--- src/rtl/parking_lot_ctrl_if.sv ---
// -----------------------------------------------------------------------------
// parking_lot_ctrl_if
//   Bundles the barrier handshake and occupancy status of the parking lot
//   controller.
//
//   Sensor side (driven by the lot environment, master):
//     entry_req    level, car waiting at the entry sensor
//     entry_pass   1-cycle pulse, car cleared the entry barrier
//     exit_req     level, car waiting at the exit sensor
//     exit_pass    1-cycle pulse, car cleared the exit barrier
//   Controller side (driven by parking_lot_ctrl, slave):
//     entry_open / exit_open        barrier open commands
//     entry_reject / exit_reject    1-cycle refusal pulses (full / empty)
//     timeout_err                   1-cycle pulse, a barrier closed on timeout
//     count / free                  occupied / free slot counts
//     full / almost_full / empty    occupancy status flags
// -----------------------------------------------------------------------------
interface parking_lot_ctrl_if #(
    parameter int CNT_W = 8
);
    logic             entry_req;
    logic             entry_pass;
    logic             exit_req;
    logic             exit_pass;
    logic             entry_open;
    logic             exit_open;
    logic             entry_reject;
    logic             exit_reject;
    logic             timeout_err;
    logic [CNT_W-1:0] count;
    logic [CNT_W-1:0] free;
    logic             full;
    logic             almost_full;
    logic             empty;

    modport master (
        output entry_req,
        output entry_pass,
        output exit_req,
        output exit_pass,
        input  entry_open,
        input  exit_open,
        input  entry_reject,
        input  exit_reject,
        input  timeout_err,
        input  count,
        input  free,
        input  full,
        input  almost_full,
        input  empty
    );

    modport slave (
        input  entry_req,
        input  entry_pass,
        input  exit_req,
        input  exit_pass,
        output entry_open,
        output exit_open,
        output entry_reject,
        output exit_reject,
        output timeout_err,
        output count,
        output free,
        output full,
        output almost_full,
        output empty
    );
endinterface

--- src/rtl/parking_lot_ctrl.sv ---
// -----------------------------------------------------------------------------
// parking_lot_ctrl
//   Controls the entry and exit barriers of a parking lot with CAPACITY slots
//   and keeps the occupancy count plus derived status flags.
//
//   Each barrier has its own IDLE -> OPEN -> WAIT_CLR machine. A request in
//   IDLE is either granted (barrier opens) or rejected (lot full for entry,
//   lot empty for exit). WAIT_CLR holds until the request drops, so a held
//   request yields exactly one grant or one reject. An open barrier closes on
//   a pass pulse (count updates) or after TIMEOUT cycles (timeout_err).
//   Every output is a flop; flags and free are computed from the next count
//   so they always agree with count in the same cycle.
//
//   Ports:
//     clk    rising-edge clock
//     reset  asynchronous, active-high; closes barriers immediately
//     bus    parking_lot_ctrl_if.slave (sensor inputs, barrier/status outputs)
// -----------------------------------------------------------------------------
module parking_lot_ctrl #(
    parameter int CAPACITY  = 10,
    parameter int CNT_W     = 8,
    parameter int ALMOST_TH = 2,
    parameter int TIMEOUT   = 100
) (
    input  logic                  clk,
    input  logic                  reset,
    parking_lot_ctrl_if.slave     bus
);

    localparam int               TMR_W     = (TIMEOUT > 2) ? $clog2(TIMEOUT) : 1;
    localparam logic [TMR_W-1:0] TMR_LAST  = TMR_W'(TIMEOUT - 1);
    localparam logic [CNT_W-1:0] CAP_C     = CNT_W'(CAPACITY);
    localparam logic             AF_RESET  = (CAPACITY <= ALMOST_TH);

    typedef enum logic [1:0] {
        ST_IDLE     = 2'd0,
        ST_OPEN     = 2'd1,
        ST_WAIT_CLR = 2'd2
    } gate_state_e;

    // Occupancy update with saturation at both ends; simultaneous entry and
    // exit passes cancel out.
    function automatic logic [CNT_W-1:0] next_count(
        input logic [CNT_W-1:0] cur,
        input logic             inc,
        input logic             dec
    );
        logic [CNT_W-1:0] res;
        res = cur;
        if (inc && !dec && (cur < CAP_C)) begin
            res = cur + CNT_W'(1);
        end else if (dec && !inc && (cur != '0)) begin
            res = cur - CNT_W'(1);
        end
        return res;
    endfunction

    // ---------------- state and output registers ----------------
    gate_state_e      entry_state_q, entry_state_d;
    gate_state_e      exit_state_q,  exit_state_d;
    logic [TMR_W-1:0] entry_timer_q, entry_timer_d;
    logic [TMR_W-1:0] exit_timer_q,  exit_timer_d;
    logic             entry_open_q,   entry_open_d;
    logic             exit_open_q,    exit_open_d;
    logic             entry_reject_q, entry_reject_d;
    logic             exit_reject_q,  exit_reject_d;
    logic             timeout_err_q,  timeout_err_d;
    logic [CNT_W-1:0] count_q, count_d;
    logic [CNT_W-1:0] free_q,  free_d;
    logic             full_q,        full_d;
    logic             almost_full_q, almost_full_d;
    logic             empty_q,       empty_d;

    // Per-gate events feeding the shared count and error logic.
    logic entry_inc;
    logic exit_dec;
    logic entry_to;
    logic exit_to;

    logic entry_grant;
    logic exit_grant;

    assign entry_grant = (count_q < CAP_C);
    assign exit_grant  = (count_q != '0);

    // ---------------- entry FSM: next state ----------------
    always_comb begin
        entry_state_d  = entry_state_q;
        entry_timer_d  = '0;
        entry_open_d   = 1'b0;
        entry_reject_d = 1'b0;
        entry_inc      = 1'b0;
        entry_to       = 1'b0;
        case (entry_state_q)
            ST_IDLE: begin
                if (bus.entry_req) begin
                    if (entry_grant) begin
                        entry_state_d = ST_OPEN;
                        entry_open_d  = 1'b1;
                    end else begin
                        entry_reject_d = 1'b1;
                        entry_state_d  = ST_WAIT_CLR;
                    end
                end
            end
            ST_OPEN: begin
                // A pass on the final timer cycle wins over the timeout.
                if (bus.entry_pass) begin
                    entry_inc     = 1'b1;
                    entry_state_d = ST_WAIT_CLR;
                end else if (entry_timer_q == TMR_LAST) begin
                    entry_to      = 1'b1;
                    entry_state_d = ST_WAIT_CLR;
                end else begin
                    entry_timer_d = entry_timer_q + TMR_W'(1);
                    entry_open_d  = 1'b1;
                end
            end
            ST_WAIT_CLR: begin
                if (!bus.entry_req) begin
                    entry_state_d = ST_IDLE;
                end
            end
            default: begin
                entry_state_d = ST_IDLE;
            end
        endcase
    end

    // ---------------- exit FSM: next state ----------------
    always_comb begin
        exit_state_d  = exit_state_q;
        exit_timer_d  = '0;
        exit_open_d   = 1'b0;
        exit_reject_d = 1'b0;
        exit_dec      = 1'b0;
        exit_to       = 1'b0;
        case (exit_state_q)
            ST_IDLE: begin
                if (bus.exit_req) begin
                    if (exit_grant) begin
                        exit_state_d = ST_OPEN;
                        exit_open_d  = 1'b1;
                    end else begin
                        exit_reject_d = 1'b1;
                        exit_state_d  = ST_WAIT_CLR;
                    end
                end
            end
            ST_OPEN: begin
                if (bus.exit_pass) begin
                    exit_dec     = 1'b1;
                    exit_state_d = ST_WAIT_CLR;
                end else if (exit_timer_q == TMR_LAST) begin
                    exit_to      = 1'b1;
                    exit_state_d = ST_WAIT_CLR;
                end else begin
                    exit_timer_d = exit_timer_q + TMR_W'(1);
                    exit_open_d  = 1'b1;
                end
            end
            ST_WAIT_CLR: begin
                if (!bus.exit_req) begin
                    exit_state_d = ST_IDLE;
                end
            end
            default: begin
                exit_state_d = ST_IDLE;
            end
        endcase
    end

    // ---------------- occupancy and status ----------------
    // Flags derive from the next count so they land in the same cycle as it.
    always_comb begin
        count_d       = next_count(count_q, entry_inc, exit_dec);
        free_d        = CAP_C - count_d;
        full_d        = (count_d == CAP_C);
        empty_d       = (count_d == '0);
        almost_full_d = (32'(free_d) <= ALMOST_TH);
        // Both gates timing out together still give a single pulse.
        timeout_err_d = entry_to | exit_to;
    end

    // ---------------- registers ----------------
    always_ff @(posedge clk or posedge reset) begin
        if (reset) begin
            entry_state_q  <= ST_IDLE;
            exit_state_q   <= ST_IDLE;
            entry_timer_q  <= '0;
            exit_timer_q   <= '0;
            entry_open_q   <= 1'b0;
            exit_open_q    <= 1'b0;
            entry_reject_q <= 1'b0;
            exit_reject_q  <= 1'b0;
            timeout_err_q  <= 1'b0;
            count_q        <= '0;
            free_q         <= CAP_C;
            full_q         <= 1'b0;
            almost_full_q  <= AF_RESET;
            empty_q        <= 1'b1;
        end else begin
            entry_state_q  <= entry_state_d;
            exit_state_q   <= exit_state_d;
            entry_timer_q  <= entry_timer_d;
            exit_timer_q   <= exit_timer_d;
            entry_open_q   <= entry_open_d;
            exit_open_q    <= exit_open_d;
            entry_reject_q <= entry_reject_d;
            exit_reject_q  <= exit_reject_d;
            timeout_err_q  <= timeout_err_d;
            count_q        <= count_d;
            free_q         <= free_d;
            full_q         <= full_d;
            almost_full_q  <= almost_full_d;
            empty_q        <= empty_d;
        end
    end

    assign bus.entry_open   = entry_open_q;
    assign bus.exit_open    = exit_open_q;
    assign bus.entry_reject = entry_reject_q;
    assign bus.exit_reject  = exit_reject_q;
    assign bus.timeout_err  = timeout_err_q;
    assign bus.count        = count_q;
    assign bus.free         = free_q;
    assign bus.full         = full_q;
    assign bus.almost_full  = almost_full_q;
    assign bus.empty        = empty_q;

endmodule

--- src/flat_wrapper.sv ---
// flat-port wrapper written by rule: the top's interface ports become plain ports
module parking_lot_ctrl_flat 
#(
    parameter int CAPACITY  = 10,
    parameter int CNT_W     = 8,
    parameter int ALMOST_TH = 2,
    parameter int TIMEOUT   = 100
)
  (clk, reset, bus_entry_req, bus_entry_pass, bus_exit_req, bus_exit_pass, bus_entry_open, bus_exit_open, bus_entry_reject, bus_exit_reject, bus_timeout_err, bus_count, bus_free, bus_full, bus_almost_full, bus_empty);
  parking_lot_ctrl_if #(.CNT_W(CNT_W)) bus_i ();
  input  logic clk;
  input  logic reset;
  input wire logic [$bits(bus_i.entry_req)-1:0] bus_entry_req;
  input wire logic [$bits(bus_i.entry_pass)-1:0] bus_entry_pass;
  input wire logic [$bits(bus_i.exit_req)-1:0] bus_exit_req;
  input wire logic [$bits(bus_i.exit_pass)-1:0] bus_exit_pass;
  output wire logic [$bits(bus_i.entry_open)-1:0] bus_entry_open;
  output wire logic [$bits(bus_i.exit_open)-1:0] bus_exit_open;
  output wire logic [$bits(bus_i.entry_reject)-1:0] bus_entry_reject;
  output wire logic [$bits(bus_i.exit_reject)-1:0] bus_exit_reject;
  output wire logic [$bits(bus_i.timeout_err)-1:0] bus_timeout_err;
  output wire logic [$bits(bus_i.count)-1:0] bus_count;
  output wire logic [$bits(bus_i.free)-1:0] bus_free;
  output wire logic [$bits(bus_i.full)-1:0] bus_full;
  output wire logic [$bits(bus_i.almost_full)-1:0] bus_almost_full;
  output wire logic [$bits(bus_i.empty)-1:0] bus_empty;
  assign bus_i.entry_req = bus_entry_req;
  assign bus_i.entry_pass = bus_entry_pass;
  assign bus_i.exit_req = bus_exit_req;
  assign bus_i.exit_pass = bus_exit_pass;
  assign bus_entry_open = bus_i.entry_open;
  assign bus_exit_open = bus_i.exit_open;
  assign bus_entry_reject = bus_i.entry_reject;
  assign bus_exit_reject = bus_i.exit_reject;
  assign bus_timeout_err = bus_i.timeout_err;
  assign bus_count = bus_i.count;
  assign bus_free = bus_i.free;
  assign bus_full = bus_i.full;
  assign bus_almost_full = bus_i.almost_full;
  assign bus_empty = bus_i.empty;
  parking_lot_ctrl #(.CAPACITY(CAPACITY), .CNT_W(CNT_W), .ALMOST_TH(ALMOST_TH), .TIMEOUT(TIMEOUT)) u_core (.clk(clk), .reset(reset), .bus(bus_i));
endmodule
--- config.mk ---
export PLATFORM = sky130hd
export DESIGN_NAME = parking_lot_ctrl_flat
export DESIGN_NICKNAME = d
export VERILOG_FILES = /design/src/rtl/parking_lot_ctrl_if.sv /design/src/rtl/parking_lot_ctrl.sv /design/src/flat_wrapper.sv
export SDC_FILE = /design/constraint.sdc
export NUM_CORES = 1
export LEC_CHECK = 0
export ABC_AREA = 1
export ABC_CLOCK_PERIOD_IN_PS = 2950
export CORE_MARGIN = 1.5
export CORE_UTILIZATION = 47
export CTS_CLUSTER_DIAMETER = 40
export DETAILED_ROUTE_END_ITERATION = 8
export GPL_TIMING_DRIVEN = 0
export PLACE_DENSITY = 0.72
export SYNTH_ARGS = -nofsm -noshare
export SYNTH_HDL_FRONTEND = slang
export SYNTH_SLANG_ARGS = --single-unit
--- constraint.sdc ---
create_clock -name clk -period 2.95 [get_ports clk]
set_input_delay 0.7375 -clock clk [delete_from_list [all_inputs] [get_ports clk]]
set_output_delay 0.7375 -clock clk [all_outputs]
set_load 0.01 [all_outputs]
; Yosys cells after proc, flatten, opt, wreduce, memory -nomap -nowiden
; Index checks and enable logic that the tools add are counted.
[classes]
add_sub_neg = 5
n_lt_le_gt_ge = 2
eq_ne = 13
n_mux = 46
bitwise_logic = 1
n_reduce_logical = 12
[op_table]
columns = operator, n
row1 = two-way mux 7 bit, 6
row2 = two-way mux 1 bit, 24
row3 = two-way mux 2 bit, 10
row4 = two-way mux 8 bit, 2
row5 = adder 7 x 1 -> 7 bit (second input constant), 2
row6 = == test 7 bit (second input constant), 2
row7 = one-hot mux 2 bit (3 select lines), 2
row8 = adder 8 x 1 -> 8 bit (second input constant), 1
row9 = == test 8 x 4 -> 1 bit (second input constant), 1
row10 = less-or-equal comparator 8 x 2 -> 1 bit (second input constant), 1
row11 = zero test 8 bit, 1
row12 = < comparator 8 x 4 -> 1 bit (second input constant), 1
row13 = != test 2 bit (second input constant), 4
row14 = nonzero test 8 bit, 1
row15 = subtractor 4 x 8 -> 8 bit (first input constant), 1
row16 = subtractor 8 x 1 -> 8 bit (second input constant), 1
row17 = != test 3 x 2 -> 1 bit (second input constant), 2
row18 = AND reduction 3 bit, 2
row19 = == test 2 x 1 -> 1 bit (second input constant), 2
row20 = == test 2 bit (second input constant), 2
row21 = logical AND 1 bit, 4
row22 = zero test 2 bit, 2
row23 = one-hot mux 1 bit (2 select lines), 2
row24 = zero test 1 bit, 2
row25 = bitwise OR 1 bit, 1
[totals]
register_bits = 42
in_bits = 6
output_inout_bits = 24

; Longest topological paths before layout
[logic_depth]
ltp_word = 9
ltp_mapped = 19
depth_no_buf = 19

; Worst setup path after synthesis
; Ideal clock, no wire load.
[synth_timing]
kind = flip-flop to flip-flop
startpoint = reg u_core.count_q[0], in the netlist u_core.bus.count[0]
endpoint = reg u_core.almost_full_q, in the netlist u_core.bus.almost_full
setup_ns = 0.069
arrival_ns = 2.130
required_time_ns = 2.881
path_slack_ns = 0.751
path_stages_with_launch = 20
period_less_slack_ns = 2.199
cell_sequence = dfrtp_1 -> inv_1 -> ha_1 -> nand2_1 -> nor2_2 -> nand2_4 -> nand2_4 -> nand2_1 -> nand3_1 -> nand2_1 -> inv_1 -> ha_1 -> inv_1 -> nand3_1 -> nand2_1 -> nor2_1 -> nand3_1 -> nor2_2 -> nand3_2 -> nor2_2
[synth_between]
elab_chain_len = 6
word_cells_on_any_way = 10
cone_classes = 3 x add/sub / 2 x order compare / 2 x mux / 3 x reduce/logical
[synth_rtl]
columns = element, line_no
row1 = "start, declared", parking_lot_ctrl.sv:68  ; logic [CNT_W-1:0] count_q, count_d;
row2 = "start signal, assigned", parking_lot_ctrl.sv:212  ; count_q <= count_d;
row3 = "parallel branches: the longest is 3 deep, another holds subtractor 8 x 1 -> 8 bit", n/a
row4 = two-way mux 8 bit *, parking_lot_ctrl.sv:50  ; if (inc && !dec && (cur < CAP_C)) begin
row5 = named net u_core.count_d[1], parking_lot_ctrl.sv:68
row6 = subtractor 4 x 8 -> 8 bit *, parking_lot_ctrl.sv:177  ; free_d = CAP_C - count_d;
row7 = named net u_core.free_d[2], parking_lot_ctrl.sv:69  ; logic [CNT_W-1:0] free_q, free_d;
row8 = less-or-equal comparator 8 x 2 -> 1 bit *, parking_lot_ctrl.sv:180  ; almost_full_d = (32'(free_d) <= ALMOST_TH);
row9 = named net u_core.almost_full_d, parking_lot_ctrl.sv:71  ; logic almost_full_q, almost_full_d;
row10 = "end signal, assigned", parking_lot_ctrl.sv:215  ; almost_full_q <= almost_full_d;
row11 = "end, declared", parking_lot_ctrl.sv:71
; Mark *: on every way through the listed nets, which the timed path passes.
; A chain may end at the register's enable or synchronous reset.

; Worst setup path in the final report
[layout_timing]
startpoint = in bus_exit_pass
endpoint = reg u_core.almost_full_q, in the netlist u_core.bus.almost_full
[layout_between]
elab_chain_len = 8
word_cells_on_any_way = 11
cone_classes = 1 x add/sub / 1 x order compare / 4 x mux / 5 x reduce/logical
[layout_rtl]
columns = element, line_no
row1 = "start, declared", flat_wrapper.sv:16  ; input wire logic [$bits(bus_i.exit_pass)-1:0] bus_exit_pass;
row2 = two-way mux 1 bit *, parking_lot_ctrl.sv:151  ; if (bus.exit_pass) begin
row3 = two-way mux 1 bit *, parking_lot_ctrl.sv:138  ; case (exit_state_q)
row4 = logical AND 1 bit or zero test 1 bit (tied branches), "parking_lot_ctrl.sv:52, parking_lot_ctrl.sv:50"
row5 = "logical AND 1 bit, on equally long branches", "parking_lot_ctrl.sv:52, parking_lot_ctrl.sv:50"
row6 = two-way mux 8 bit or logical AND 1 bit (tied branches), "parking_lot_ctrl.sv:52, parking_lot_ctrl.sv:50"
row7 = two-way mux 8 bit *, parking_lot_ctrl.sv:50
row8 = named net u_core.count_d[1], parking_lot_ctrl.sv:68
row9 = subtractor 4 x 8 -> 8 bit *, parking_lot_ctrl.sv:177
row10 = named net u_core.free_d[2], parking_lot_ctrl.sv:69
row11 = less-or-equal comparator 8 x 2 -> 1 bit *, parking_lot_ctrl.sv:180
row12 = named net u_core.almost_full_d, parking_lot_ctrl.sv:71
; The timed path passes the listed nets; every way through them passes the cells marked *.

==> impl_summary.txt <==
----------------------------------------------------
[Finish]
  Area growth from synthesis to layout ... 20.1%
  Post-route standard cell area excluding fillers ... between 0.002 and 0.003 sq mm
  Filler cell count ... 408
  Filler-free cell count of the finished design ... 338
  Leading cell types in the layout, fill and taps excluded ... nand2_1, dfrtp_1, clkdlybuf4s50_1, inv_1, nor2_1
  Antenna cell count ... 0
  Most common library cell in the layout ignoring fill and taps ... nand2_1
  Fraction of layout cells with a size suffix above 1 ... about a fifth
  Layout Nets ... 298

[STA]
  Least-Margin Pin Slew ... 0.823 ns
  Headroom to the max-slew limit ... a little under half
  Fmax achieved ... roughly 0.37 GHz
  PnR worst setup slack ... roughly 0.25 ns
  Unrepaired setup endpoints after global routing ... no
  Worst-case clock skew ... ~0.0086 ns
  Fraction of the cycle the final worst path needs ... roughly nine tenths
  Max-slew violation count ... 0
  Hold violation count in the final report ... 0
  Min Tclk post-route ... approximately 2.7 ns
  Count of final setup violators ... 0

[Setup path]
  Type of the setup path with the least slack ... in2reg
  Required time reported for the critical path endpoint ... 3.18 ns
  Worst path bufs/invs ... 3
  Top fanout value on the critical path ... 6
  Worst R2R Path Depth ... 19
  R2r startpoint ... u_core.bus.count[0]
  Cell at the slowest stage of the critical path ... clkdlybuf4s50_1
  Critical path arrival ... a little under 3 ns
  Crit Reg-Reg Endpoint ... u_core.bus.almost_full
  Critical path cell sequence ... clkdlybuf4s50_1, nand3_2, nor2_4, nand3_1, nand3_1, nand2_1, inv_1, ha_1, inv_1, nand3_1, nand2_1, nor2_1, nand3_1, nor2_2, nand3_2, nor2_2
  Kind of capture point of the worst setup path ... register
  WP depth ... 16
  Worst Setup SP ... bus_exit_pass
  Cell occurring most often along the worst timing path ... nand3_1
  Kind of cell adding the most delay to the critical path ... simple AND/OR/NAND/NOR gates
  Endpoint of the worst setup timing path ... u_core.bus.almost_full
  Longest individual stage delay on the worst path ... roughly 0.55 ns
  Startpoint types ... input port
  Reg2reg setup slack ... around 0.48 ns

[Synthesis]
  Number of library cell types mapped by synthesis ... 30
  Post-Synthesis Net Count ... around 260
  Warnings from Yosys ... 0
  Post-synth top area cell ... dfrtp_1
  Number of synthesized flops with an enable pin ... 0
  Number of storage elements in the synthesis netlist ... just over 40
  Synthesized instance count ... ~250
  Cell types with the largest area share after synthesis ... dfrtp_1, nand2_1, nand3_1
  Share of synthesized flip-flops with an asynchronous set or reset ... between 90% and 100%
  Most used flip-flop cell after synthesis ... dfrtp_1
  Mean area per synthesized cell ... slightly below 9 sq um
  Proportion of synthesized chip area in sequential cells ... a little under half
  Cell area after technology mapping ... 0.00218 sq mm
  Share of Yosys cell area claimed by the top area cell type ... between 40% and 50%

[Clock tree]
  CTS Buffer Depth ... 2
  Clock tree sinks ... 41
  CTS buffer count ... 5
  Clock transition at path regs ... approximately 0.07 ns
  Resized cells post-CTS ... 0
  Root buffer cell ... clkbuf_8
  Number of setup buffers added after CTS ... 0
  H-tree depth ... 2
  Worst-Skew Late Latency ... 0.29 ns
  Clock tree from TritonCTS ... done
  Number of buffers added to fix hold violations after cts ... 0

[Floorplanning]
  Die Wd ... 71.1 um
  IO Pins ... 30
  Initial core utilization ... between 40% and 50%
  Die Footprint ... about 0.0051 sq mm
  Chip Height ... between 70 and 80 um
  Total core area ... roughly 0.0044 sq mm
  Count of standard-cell rows ... 24

[Placement]
  Cell area after placement ... around 0.0025 sq mm
  IO Port Bufs ... 29
  RD Place Congestion ... 0.806
  Post-Place Cells ... 330
  Worst slack at placement ... -0.0746 ns
  Total half-perimeter wirelength after legalization and detailed placement ... 2860 um

[Routing]
  Iteration-0 DRC count of the detailed router ... just under 80
  Number of detailed-routing iterations run before antenna repair ... 4
  Routed wire length per instance ... between 10 and 15 um
  Detailed-route vias per instance ... just under 5
  Overall routed net length ... about 3900 um
  Total vias in the final route ... about 1700
  Number of DRC violations after detailed routing ... 0
  Detail Route Antenna Nets ... 0

[Global routing]
  Pin count of the biggest net entering global routing ... 42
  Via count of the first global-routing pass ... 1598
  Overall fraction of global-route tracks in use ... 16.5%
  Initial antenna violation count ... 0
  Residual overflow from global routing ... 0
  First-pass GRT wire length ... between 6000 and 7000 um

[Flow run]
  Maximum Capacitance Violations ... 0

[Power]
  Cell area power density ... around 930 mW/mm^2
  Maximum resistive drop on vdd ... about 0.0006 V
  Post-layout total power ... about 2400 uW
  Leakage dissipation ... 0.00124 uW

[Run status]
  Result of the run ... complete, no violations

[Hold path]
  Tightest Hold Check Type ... reg2reg

----------------------------------------------------
## per-stage QoR
stage | util, % | hold slack (ns) | setup TNS (ns)
final | 59.3 | 0.466 | 0
after CTS | 59.3 | 0.475 | 0
after floorplan | - | 0.433 | 0
after global placement | 57.5 | 0.451 | -0.0565
after global routing | 59.3 | 0.501 | 0
after detailed placement | 57.5 | 0.465 | -0.0746
## registers in the layout (all words and copies together), names as in the netlist
signal                   count
u_core.bus.almost_full       1
u_core.exit_timer_q          7
u_core.bus.entry_open        1
u_core.exit_state_q          2
u_core.bus.timeout_err       1
u_core.bus.free              7
u_core.bus.exit_reject       1
u_core.bus.full              1
u_core.bus.exit_open         1
u_core.bus.count             8
u_core.bus.entry_reject      1
u_core.entry_state_q         2
u_core.entry_timer_q         7
u_core.bus.empty             1
## report_power, final
group / internal [uW] / total, uW / switching [uW]
clock network: 164 / 353 / 189
logic: 526 / 1240 / 710
registers: 725 / 849 / 124
## worst register-to-register path, delay by kind of cell, from the launching register on
| family | cells | cell delay (ns) |
|---|---|---|
| buf+inv | 3 | 0.29 |
| simple gates | 14 | 1.31 |
| fa+ha+maj | 2 | 0.37 |
| flops | 1 | 0.44 |
## Yosys cell counts (4+ instances only)
| master | count |
|---|---|
| ha_1 | 7 |
| nor2_1 | 24 |
| nand3_2 | 7 |
| nand2_2 | 10 |
| inv_1 | 28 |
| a21oi_1 | 5 |
| nor2_2 | 7 |
| nand3_1 | 22 |
| nand2_1 | 47 |
| inv_2 | 8 |
| nor3_1 | 5 |
| nor2_4 | 5 |
| nand2_4 | 4 |
| dfrtp_1 | 38 |
| o21ai_0 | 6 |
## metal layers
metal / vias up / GRT usage, % / wire [um]
li1: 857 / - / -
met1: 767 / 19.9 / 1730
met2: 26 / 29.0 / 1930
met3: 6 / 4.70 / 157
met4: 0 / 4.61 / 46
met5: - / 0 / 0
## layout make-up
type	count	area, sq um	share of cell area, %
multi-input combinational	171	1010	38.5
timing repair buffer	29	290	11.1
inverter	36	135	5.16
clock buffer	6	72.6	2.77
sequential	41	1030	39.3
clock inverter	2	10.0	0.382
buffer	1	7.51	0.287
tap	52	65.1	2.48
## worst min-delay path by stage
stage	startpoint	slack, ns	endpoint	cells after the start
floorplan	u_core.entry_timer_q[0]	0.43	u_core.entry_timer_q[0]	1
global placement	u_core.exit_timer_q[0]	0.45	u_core.exit_timer_q[0]	1
detailed placement	u_core.entry_timer_q[0]	0.47	u_core.entry_timer_q[0]	1
CTS	u_core.entry_timer_q[0]	0.48	u_core.entry_timer_q[0]	1
global route	u_core.entry_timer_q[0]	0.50	u_core.entry_timer_q[0]	1
finish	u_core.entry_timer_q[0]	0.47	u_core.entry_timer_q[0]	1
## cells by family after synthesis
kind of cell    after synthesis  synth area share [%]
simple gates                144                  35.5
fa+ha+maj                     7                  4.02
compound gates               13                  3.27
buf+inv                      37                  6.54
xor+xnor                      7                  3.50
flops                        41                  47.2
No activity file was read; power rests on OpenSTA's default activity.
